--- config.mk ---
export PLATFORM = sky130hd
export DESIGN_NAME = io_bank_flat
export DESIGN_NICKNAME = d
export VERILOG_FILES = /design/src/rtl/io_bank_if.sv /design/src/rtl/io_bank.sv /design/src/flat_wrapper.sv
export SDC_FILE = /design/constraint.sdc
export NUM_CORES = 1
export LEC_CHECK = 0
export CAP_MARGIN = 30
export CORE_ASPECT_RATIO = 1.25
export CORE_MARGIN = 2
export CORE_UTILIZATION = 51
export CTS_CLUSTER_SIZE = 12
export DETAILED_ROUTE_END_ITERATION = 8
export GPL_TIMING_DRIVEN = 0
export PLACE_DENSITY = 0.83
export SYNTH_ARGS = -nofsm -noshare
export SYNTH_HDL_FRONTEND = slang
export SYNTH_SLANG_ARGS = --single-unit
export TNS_END_PERCENT = 30
--- constraint.sdc ---
create_clock -name clk -period 3.2 [get_ports clk]
set_clock_uncertainty 0.1 [all_clocks]
set_input_delay 0.48 -clock clk [delete_from_list [all_inputs] [get_ports clk]]
set_output_delay 0.48 -clock clk [all_outputs]
set_load 0.01 [all_outputs]
--- src/rtl/io_bank_if.sv ---
// Processor-side IO bus: address, write data, write strobe and combinational read data.
// The processor side is the master; io_bank is the slave.
interface io_bank_if;
    logic [31:0] IO_mem_addr;
    logic [31:0] IO_mem_wdata;
    logic        IO_mem_wr;
    logic [31:0] IO_mem_rdata;

    modport master (
        output IO_mem_addr,
        output IO_mem_wdata,
        output IO_mem_wr,
        input  IO_mem_rdata
    );

    modport slave (
        input  IO_mem_addr,
        input  IO_mem_wdata,
        input  IO_mem_wr,
        output IO_mem_rdata
    );
endinterface

--- src/rtl/io_bank.sv ---
// Memory-mapped IO bank: LED register plus 8N1 UART TX with a small byte FIFO; reads are combinational.
// TXD goes low one edge after a write to an idle, empty FIFO; writes to a full FIFO are dropped and flag overflow.
module io_bank #(
    parameter int CLKS_PER_BIT = 434,
    parameter int FIFO_DEPTH   = 8
) (
    input  logic       clk,
    input  logic       resetn,
    io_bank_if.slave   bus,
    output logic [4:0] LEDS,
    output logic       TXD
);
    localparam int AW = (FIFO_DEPTH > 1) ? $clog2(FIFO_DEPTH) : 1;
    localparam int BW = $clog2(CLKS_PER_BIT);
    localparam logic [BW-1:0] BAUD_LAST = BW'(CLKS_PER_BIT - 1);
    localparam logic [AW-1:0] PTR_LAST  = AW'(FIFO_DEPTH - 1);
    localparam logic [3:0]    CNT_FULL  = 4'(FIFO_DEPTH);

    typedef enum logic [1:0] {IDLE, START, DATA, STOP} tx_state_t;

    tx_state_t      state, state_nx;
    logic [BW-1:0]  baud, baud_nx;
    logic [2:0]     bit_idx, bit_nx;
    logic [7:0]     shift, shift_nx;
    logic           txd_nx;

    logic [7:0]     fifo_mem [FIFO_DEPTH];
    logic [AW-1:0]  wr_ptr, rd_ptr;
    logic [3:0]     count;
    logic           overflow;
    logic           fifo_empty, fifo_full, fifo_push, fifo_pop;

    logic           io_sel;
    logic [2:0]     reg_idx;
    logic           wr_leds, wr_data, wr_status;
    logic           unused_bits;

    assign io_sel    = bus.IO_mem_addr[22];
    assign reg_idx   = bus.IO_mem_addr[4:2];
    assign wr_leds   = bus.IO_mem_wr && io_sel && (reg_idx == 3'd0);
    assign wr_data   = bus.IO_mem_wr && io_sel && (reg_idx == 3'd1);
    assign wr_status = bus.IO_mem_wr && io_sel && (reg_idx == 3'd2);
    assign unused_bits = ^{bus.IO_mem_addr[31:23], bus.IO_mem_addr[21:5],
                           bus.IO_mem_addr[1:0], bus.IO_mem_wdata[31:8]};

    // Fullness is judged on the registered count, so a same-cycle pop never rescues a push.
    assign fifo_empty = (count == 4'd0);
    assign fifo_full  = (count == CNT_FULL);
    assign fifo_push  = wr_data && !fifo_full;

    function automatic logic [AW-1:0] ptr_inc(input logic [AW-1:0] p);
        return (p == PTR_LAST) ? '0 : p + AW'(1);
    endfunction

    always_ff @(posedge clk) begin
        if (fifo_push)
            fifo_mem[wr_ptr] <= bus.IO_mem_wdata[7:0];
    end

    always_ff @(posedge clk) begin
        if (!resetn) begin
            wr_ptr   <= '0;
            rd_ptr   <= '0;
            count    <= 4'd0;
            overflow <= 1'b0;
        end else begin
            if (fifo_push)
                wr_ptr <= ptr_inc(wr_ptr);
            if (fifo_pop)
                rd_ptr <= ptr_inc(rd_ptr);
            case ({fifo_push, fifo_pop})
                2'b10:   count <= count + 4'd1;
                2'b01:   count <= count - 4'd1;
                default: count <= count;
            endcase
            if (wr_data && fifo_full)
                overflow <= 1'b1;
            else if (wr_status && bus.IO_mem_wdata[3])
                overflow <= 1'b0;
        end
    end

    always_comb begin
        state_nx = state;
        baud_nx  = baud;
        bit_nx   = bit_idx;
        shift_nx = shift;
        fifo_pop = 1'b0;
        case (state)
            IDLE: begin
                if (!fifo_empty) begin
                    fifo_pop = 1'b1;
                    shift_nx = fifo_mem[rd_ptr];
                    baud_nx  = '0;
                    bit_nx   = 3'd0;
                    state_nx = START;
                end
            end
            START: begin
                if (baud == BAUD_LAST) begin
                    baud_nx  = '0;
                    state_nx = DATA;
                end else begin
                    baud_nx = baud + BW'(1);
                end
            end
            DATA: begin
                if (baud == BAUD_LAST) begin
                    baud_nx = '0;
                    if (bit_idx == 3'd7) begin
                        state_nx = STOP;
                    end else begin
                        bit_nx   = bit_idx + 3'd1;
                        shift_nx = {1'b0, shift[7:1]};
                    end
                end else begin
                    baud_nx = baud + BW'(1);
                end
            end
            STOP: begin
                if (baud == BAUD_LAST) begin
                    baud_nx = '0;
                    if (!fifo_empty) begin
                        fifo_pop = 1'b1;
                        shift_nx = fifo_mem[rd_ptr];
                        bit_nx   = 3'd0;
                        state_nx = START;
                    end else begin
                        state_nx = IDLE;
                    end
                end else begin
                    baud_nx = baud + BW'(1);
                end
            end
            default: state_nx = IDLE;
        endcase

        // TXD is registered from the next state so the start bit appears on the popping edge.
        case (state_nx)
            START:   txd_nx = 1'b0;
            DATA:    txd_nx = shift_nx[0];
            default: txd_nx = 1'b1;
        endcase
    end

    always_ff @(posedge clk) begin
        if (!resetn) begin
            state   <= IDLE;
            baud    <= '0;
            bit_idx <= 3'd0;
            shift   <= 8'd0;
            TXD     <= 1'b1;
            LEDS    <= 5'd0;
        end else begin
            state   <= state_nx;
            baud    <= baud_nx;
            bit_idx <= bit_nx;
            shift   <= shift_nx;
            TXD     <= txd_nx;
            if (wr_leds)
                LEDS <= bus.IO_mem_wdata[4:0];
        end
    end

    always_comb begin
        bus.IO_mem_rdata = 32'd0;
        if (io_sel) begin
            case (reg_idx)
                3'd0:    bus.IO_mem_rdata = {27'd0, LEDS};
                3'd2:    bus.IO_mem_rdata = {24'd0, count, overflow, fifo_full,
                                             fifo_empty, (state != IDLE)};
                default: bus.IO_mem_rdata = 32'd0;
            endcase
        end
    end
endmodule

--- src/flat_wrapper.sv ---
// flat-port wrapper written by rule: the top's interface ports become plain ports
module io_bank_flat 
#(
    parameter int CLKS_PER_BIT = 434,
    parameter int FIFO_DEPTH   = 8
)
  (clk, resetn, LEDS, TXD, bus_IO_mem_addr, bus_IO_mem_wdata, bus_IO_mem_wr, bus_IO_mem_rdata);
  io_bank_if bus_i ();
  input  logic clk;
  input  logic resetn;
  output logic [4:0] LEDS;
  output logic TXD;
  input wire logic [$bits(bus_i.IO_mem_addr)-1:0] bus_IO_mem_addr;
  input wire logic [$bits(bus_i.IO_mem_wdata)-1:0] bus_IO_mem_wdata;
  input wire logic [$bits(bus_i.IO_mem_wr)-1:0] bus_IO_mem_wr;
  output wire logic [$bits(bus_i.IO_mem_rdata)-1:0] bus_IO_mem_rdata;
  assign bus_i.IO_mem_addr = bus_IO_mem_addr;
  assign bus_i.IO_mem_wdata = bus_IO_mem_wdata;
  assign bus_i.IO_mem_wr = bus_IO_mem_wr;
  assign bus_IO_mem_rdata = bus_i.IO_mem_rdata;
  io_bank #(.CLKS_PER_BIT(CLKS_PER_BIT), .FIFO_DEPTH(FIFO_DEPTH)) u_core (.clk(clk), .resetn(resetn), .bus(bus_i), .LEDS(LEDS), .TXD(TXD));
endmodule
==> qor.txt <==
SETUP PATH
-----------------------------------------------------------------------------------------
Biggest fanout along the worst timing path                                              7
Cell class contributing the biggest share of worst-path delay                buffers and inverters
Count of cell instances traversed by the critical path                                  5
FF-to-FF path depth                                                                    13
Critical path origin                                                         bus_IO_mem_addr[4]
Worst endpoint data arrival time                                                  2470 ps
Max stage delay on crit path                                                       600 ps
CP required                                                                       2620 ps
Endpoint of the worst-slack reg-to-reg timing path                           u_core.count[3]
Sequence of cells on the critical path                                       clkdlybuf4s50_1 -> nor3_1 -> a22oi_1 -> nor2b_1 -> clkdlybuf4s50_1
Beginning of the worst register-to-register path                             u_core.baud[0]
CP Capture Point                                                             bus_IO_mem_rdata[0]
Buffering stage count on the worst path with inverters included                         2
Critical path class                                                          input port to output port
R2R Setup Slk                                                                      190 ps
Critical Path Most Common Cell                                               sky130_fd_sc_hd__clkdlybuf4s50_1
Critical path endpoint category                                               output port
Cell at the slowest stage of the critical path                               sky130_fd_sc_hd__nor3_1
Setup crit start kind                                                          input port

GLOBAL ROUTING
-----------------------------------------------------------------------------------------
Met1 demand-to-capacity share in global routing                                     24.7%
Via count of the first global-routing pass                                          3,381
Largest net degree at the start of global routing                                      22
Global routing met3 resource utilization                                            3.74%
Met2 Track Usage GR                                                                 37.4%
Highest-utilization routing layer at the global route stage                          met2
First-pass GRT wire length                                                        17.0 mm
Antenna violations before repair                                                        0
Total global routing track utilization                                              20.8%
Total grt overflow                                                                      0

POWER
-----------------------------------------------------------------------------------------
Leakage dissipation                                                            0.00213 uW
Worst ir drop on vdd                                                           0.000409 V
Power per Cell Area                                                           653 nW/um^2
Internal power consumption                                                        2610 uW
Clock share of power                                                                28.1%
Share of total power consumed by net switching                                      33.0%
Switching power summed over all nets                                              1280 uW
Sequential group share of total power                                               40.9%
Power share of the combinational group                                              31.0%
PnR Total Power                                                                   3890 uW

SYNTHESIS
-----------------------------------------------------------------------------------------
Proportion of register bits with asynchronous set or reset after synthesis             0%
Most used DFF post-synth                                                     sky130_fd_sc_hd__edfxtp_1
EDFF count, synth                                                                      64
Compound-Gate Fraction of Synth Area                                                11.2%
Adder-cell share of the synthesized area                                            3.98%
Synthesis Warnings                                                                      0
Simple-gate share of the synthesized area                                           12.5%
Post-Synthesis Cells                                                                  395
Main area contributors after synthesis                                       sky130_fd_sc_hd__edfxtp_1 38%, sky130_fd_sc_hd__dfxtp_1 17%, sky130_fd_sc_hd__mux4_2 7.2%, sky130_fd_sc_hd__ha_1 4.0%, sky130_fd_sc_hd__buf_4 3.6%
Seq cells post-synth                                                                  106
Count of cell types in the netlist                                                     62
Cell area after synthesis                                                       5020 um^2
Combinational family with the most area after synthesis                      simple AND/OR/NAND/NOR gates
Xor and xnor area share after synthesis                                            0.349%
Register area share after synthesis                                                 55.0%
Average cell area after synthesis                                               12.7 um^2
Post-synthesis mux area share                                                       10.6%
Share of the synthesized area in the top cell type                                  38.2%
Post-synthesis cell type with the largest combined area                      sky130_fd_sc_hd__edfxtp_1

CELLS AND AREA
-----------------------------------------------------------------------------------------
Growth of design area from synthesis to finish                                      18.6%
Net total in the final layout                                                         547
Share of post-route cells with drive strength above 1                               19.2%
Filler Cell Count                                                                     708
Antenna diodes                                                                          0
Post-route core utilization                                                         62.0%

HOLD PATH
-----------------------------------------------------------------------------------------
Worst min path class                                                         flip-flop to flip-flop

DRT
-----------------------------------------------------------------------------------------
Wire length after detailed routing                                                10.5 mm
WL per Instance                                                                   17.7 um
Detail-routed via count per cell                                                     5.81
Number of vias in the routed layout                                                 3,456
Number of DRC markers in iteration 0                                                  198
Residual antenna-violating net count after detailed routing                             0
Pre-Repair DR Iteration Count                                                           4
Post-detailed-route DRC marker count                                                    0

STA
-----------------------------------------------------------------------------------------
Final setup vio count                                                                   0
Hold Fails Final Rpt                                                                    0
Period utilisation layout                                                           95.4%
Slew at the pin with the worst max-slew slack                                      919 ps
Slew headroom                                                                       38.6%
Number of slew-limit violations in the final report                                     0
Max Fclk                                                                          328 MHz
Final sum of negative setup slack                                                    0 ps
Minimum clock period after layout                                                 3050 ps

FLOORPLAN
-----------------------------------------------------------------------------------------
Num rows                                                                               40
Initial Util                                                                        52.3%
Overall die area                                                              10,700 um^2
Die span in x                                                                     92.8 um
Boundary pin count                                                                    105
Placeable core area                                                             9610 um^2
Die height                                                                         115 um

CLOCK NETWORK
-----------------------------------------------------------------------------------------
TritonCTS clock tree                                                                built
Number of clock sinks                                                                 106
Clk buf depth                                                                           2
Clock slew at the register clock pins of the worst setup and hold paths             70 ps
Root cell of the clock tree                                                  sky130_fd_sc_hd__clkbuf_16
Number of clock buffers inserted by TritonCTS                                           9
Count of H-tree levels built during CTS                                                 3
Clock latency on the worst-skew pair                                               350 ps

PLACE
-----------------------------------------------------------------------------------------
Final HPWL from detailed placement                                                7.40 mm
RePlAce Congestion                                                                  0.854
Input/output buffers                                                                   28

JOB
-----------------------------------------------------------------------------------------
Number of max-cap violations                                                            0

OUTCOME
-----------------------------------------------------------------------------------------
Run status                                                                   finished clean

==> cell families after synthesis <==
logic type               after synthesis
XOR/XNOR                               2
other                                  1
adder cells (fa/ha/maj)               16
multiplexers                          33
AO/OA/AOI/OAI                         74
flip-flops                           106
buffers and inverters                 54
AND/OR/NAND/NOR                      109
==> repair_timing <==
action                                  CTS  global route
resized for setup                         1             5
hold buffers                              0             0
pin swaps                                 0             1
endpoints found under the setup margin    5             7
buffers inserted                          0             2
==> cells in the final DEF (no fill, tap or decap), types with 9 or more instances in the layout <==
| cell type | instances |
|---|---|
| sky130_fd_sc_hd__clkdlybuf4s50_1 | 28 |
| sky130_fd_sc_hd__mux4_2 | 16 |
| sky130_fd_sc_hd__a21oi_1 | 15 |
| sky130_fd_sc_hd__buf_4 | 31 |
| sky130_fd_sc_hd__ha_1 | 15 |
| sky130_fd_sc_hd__mux2i_1 | 16 |
| sky130_fd_sc_hd__o21ai_0 | 10 |
| sky130_fd_sc_hd__and3_1 | 10 |
| sky130_fd_sc_hd__nor2_1 | 24 |
| sky130_fd_sc_hd__clkbuf_16 | 9 |
| sky130_fd_sc_hd__inv_1 | 11 |
| sky130_fd_sc_hd__edfxtp_1 | 64 |
| sky130_fd_sc_hd__nand2_1 | 22 |
| sky130_fd_sc_hd__dfxtp_1 | 42 |
| sky130_fd_sc_hd__conb_1 | 24 |
==> metal layers <==
metal | vias to the layer above | part of all wire (%)
li1 | 1623 | -
met1 | 1703 | 39
met2 | 112 | 54
met3 | 18 | 5.5
met4 | 0 | 2.1
met5 | - | 0
==> flip-flops by register name (all words and copies together), names as in the netlist, 2 cells and up, named ones only <==
signal and count:
u_core.count 4, u_core.wr_ptr 3, u_core.bit_idx 3, u_core.baud 9
u_core.state 2, u_core.shift 8, u_core.rd_ptr 3, u_core.LEDS 5
u_core.fifo_mem 64
==> power groups by stage <==
stage,clock [uW],combinational (uW),sequential [uW]
after floorplan,0,895,1600
after global placement,0,1100,1620
after detailed placement,0,1150,1620
after CTS,1110,1160,1590
after global routing,1170,1330,1600
final,1090,1210,1590
==> synthesized netlist by cell type, types with 8 or more instances <==
| library cell | count |
|---|---|
| sky130_fd_sc_hd__edfxtp_1 | 64 |
| sky130_fd_sc_hd__dfxtp_1 | 42 |
| sky130_fd_sc_hd__buf_4 | 24 |
| sky130_fd_sc_hd__nor2_1 | 24 |
| sky130_fd_sc_hd__nand2_1 | 22 |
| sky130_fd_sc_hd__ha_1 | 16 |
| sky130_fd_sc_hd__mux2i_1 | 16 |
| sky130_fd_sc_hd__mux4_2 | 16 |
| sky130_fd_sc_hd__a21oi_1 | 15 |
| sky130_fd_sc_hd__inv_1 | 11 |
| sky130_fd_sc_hd__and3_1 | 10 |
| sky130_fd_sc_hd__o21ai_0 | 10 |
| sky130_fd_sc_hd__clkbuf_1 | 9 |
| sky130_fd_sc_hd__a32o_1 | 8 |
==> worst reg2reg max path, cell delays in order (launching register included) <==
cell and delay (ps):
sky130_fd_sc_hd__dfxtp_1 390, sky130_fd_sc_hd__ha_1 180, sky130_fd_sc_hd__and4b_1 210, sky130_fd_sc_hd__clkbuf_4 180
sky130_fd_sc_hd__a31oi_4 100, sky130_fd_sc_hd__or2_1 250, sky130_fd_sc_hd__buf_6 140, sky130_fd_sc_hd__inv_1 60
sky130_fd_sc_hd__ha_2 210, sky130_fd_sc_hd__inv_1 100, sky130_fd_sc_hd__or4_1 500, sky130_fd_sc_hd__a31oi_1 190
sky130_fd_sc_hd__a211o_1 150, sky130_fd_sc_hd__mux2i_1 170
==> how the worst min path moves through the flow <==
stage / endpoint / slack [ps] / start / cells past startpoint
CTS: u_core.bit_idx[2] / 390 / u_core.bit_idx[2] / 1
finish: u_core.bit_idx[2] / 390 / u_core.bit_idx[2] / 1
detailed placement: u_core.bit_idx[2] / 370 / u_core.bit_idx[2] / 1
floorplan: u_core.bit_idx[1] / 350 / u_core.bit_idx[1] / 1
global route: u_core.LEDS[3] / 410 / u_core.LEDS[3] / 2
global placement: u_core.bit_idx[2] / 360 / u_core.bit_idx[2] / 1
==> through the flow <==
stage          hold slack (ps)  std cells  area [um^2]  worst slack (ps)
2_1_floorplan              346        418         5110               386
5_1_grt                    414        595         5960             -6.38
3_3_place_gp               363        572         5550              -933
3_5_place_dp               375        578         5620              -262
6_report                   390        595         5960               147
4_1_cts                    393        594         5930              57.4
==> cell type report <==
| class | instances | area (um^2) | area share (%) |
|---|---|---|---|
| flip-flops and latches | 106 | 2760 | 46.4 |
| multi-input cells | 258 | 2080 | 34.9 |
| repair buffers | 36 | 338 | 5.67 |
| plain buffers | 41 | 269 | 4.51 |
| clock buffers | 9 | 225 | 3.78 |
| well taps | 126 | 158 | 2.65 |
| clock inverters | 7 | 80.1 | 1.34 |
| inverters | 12 | 45.0 | 0.756 |
Note: power is estimated with default switching activity, not from simulation.
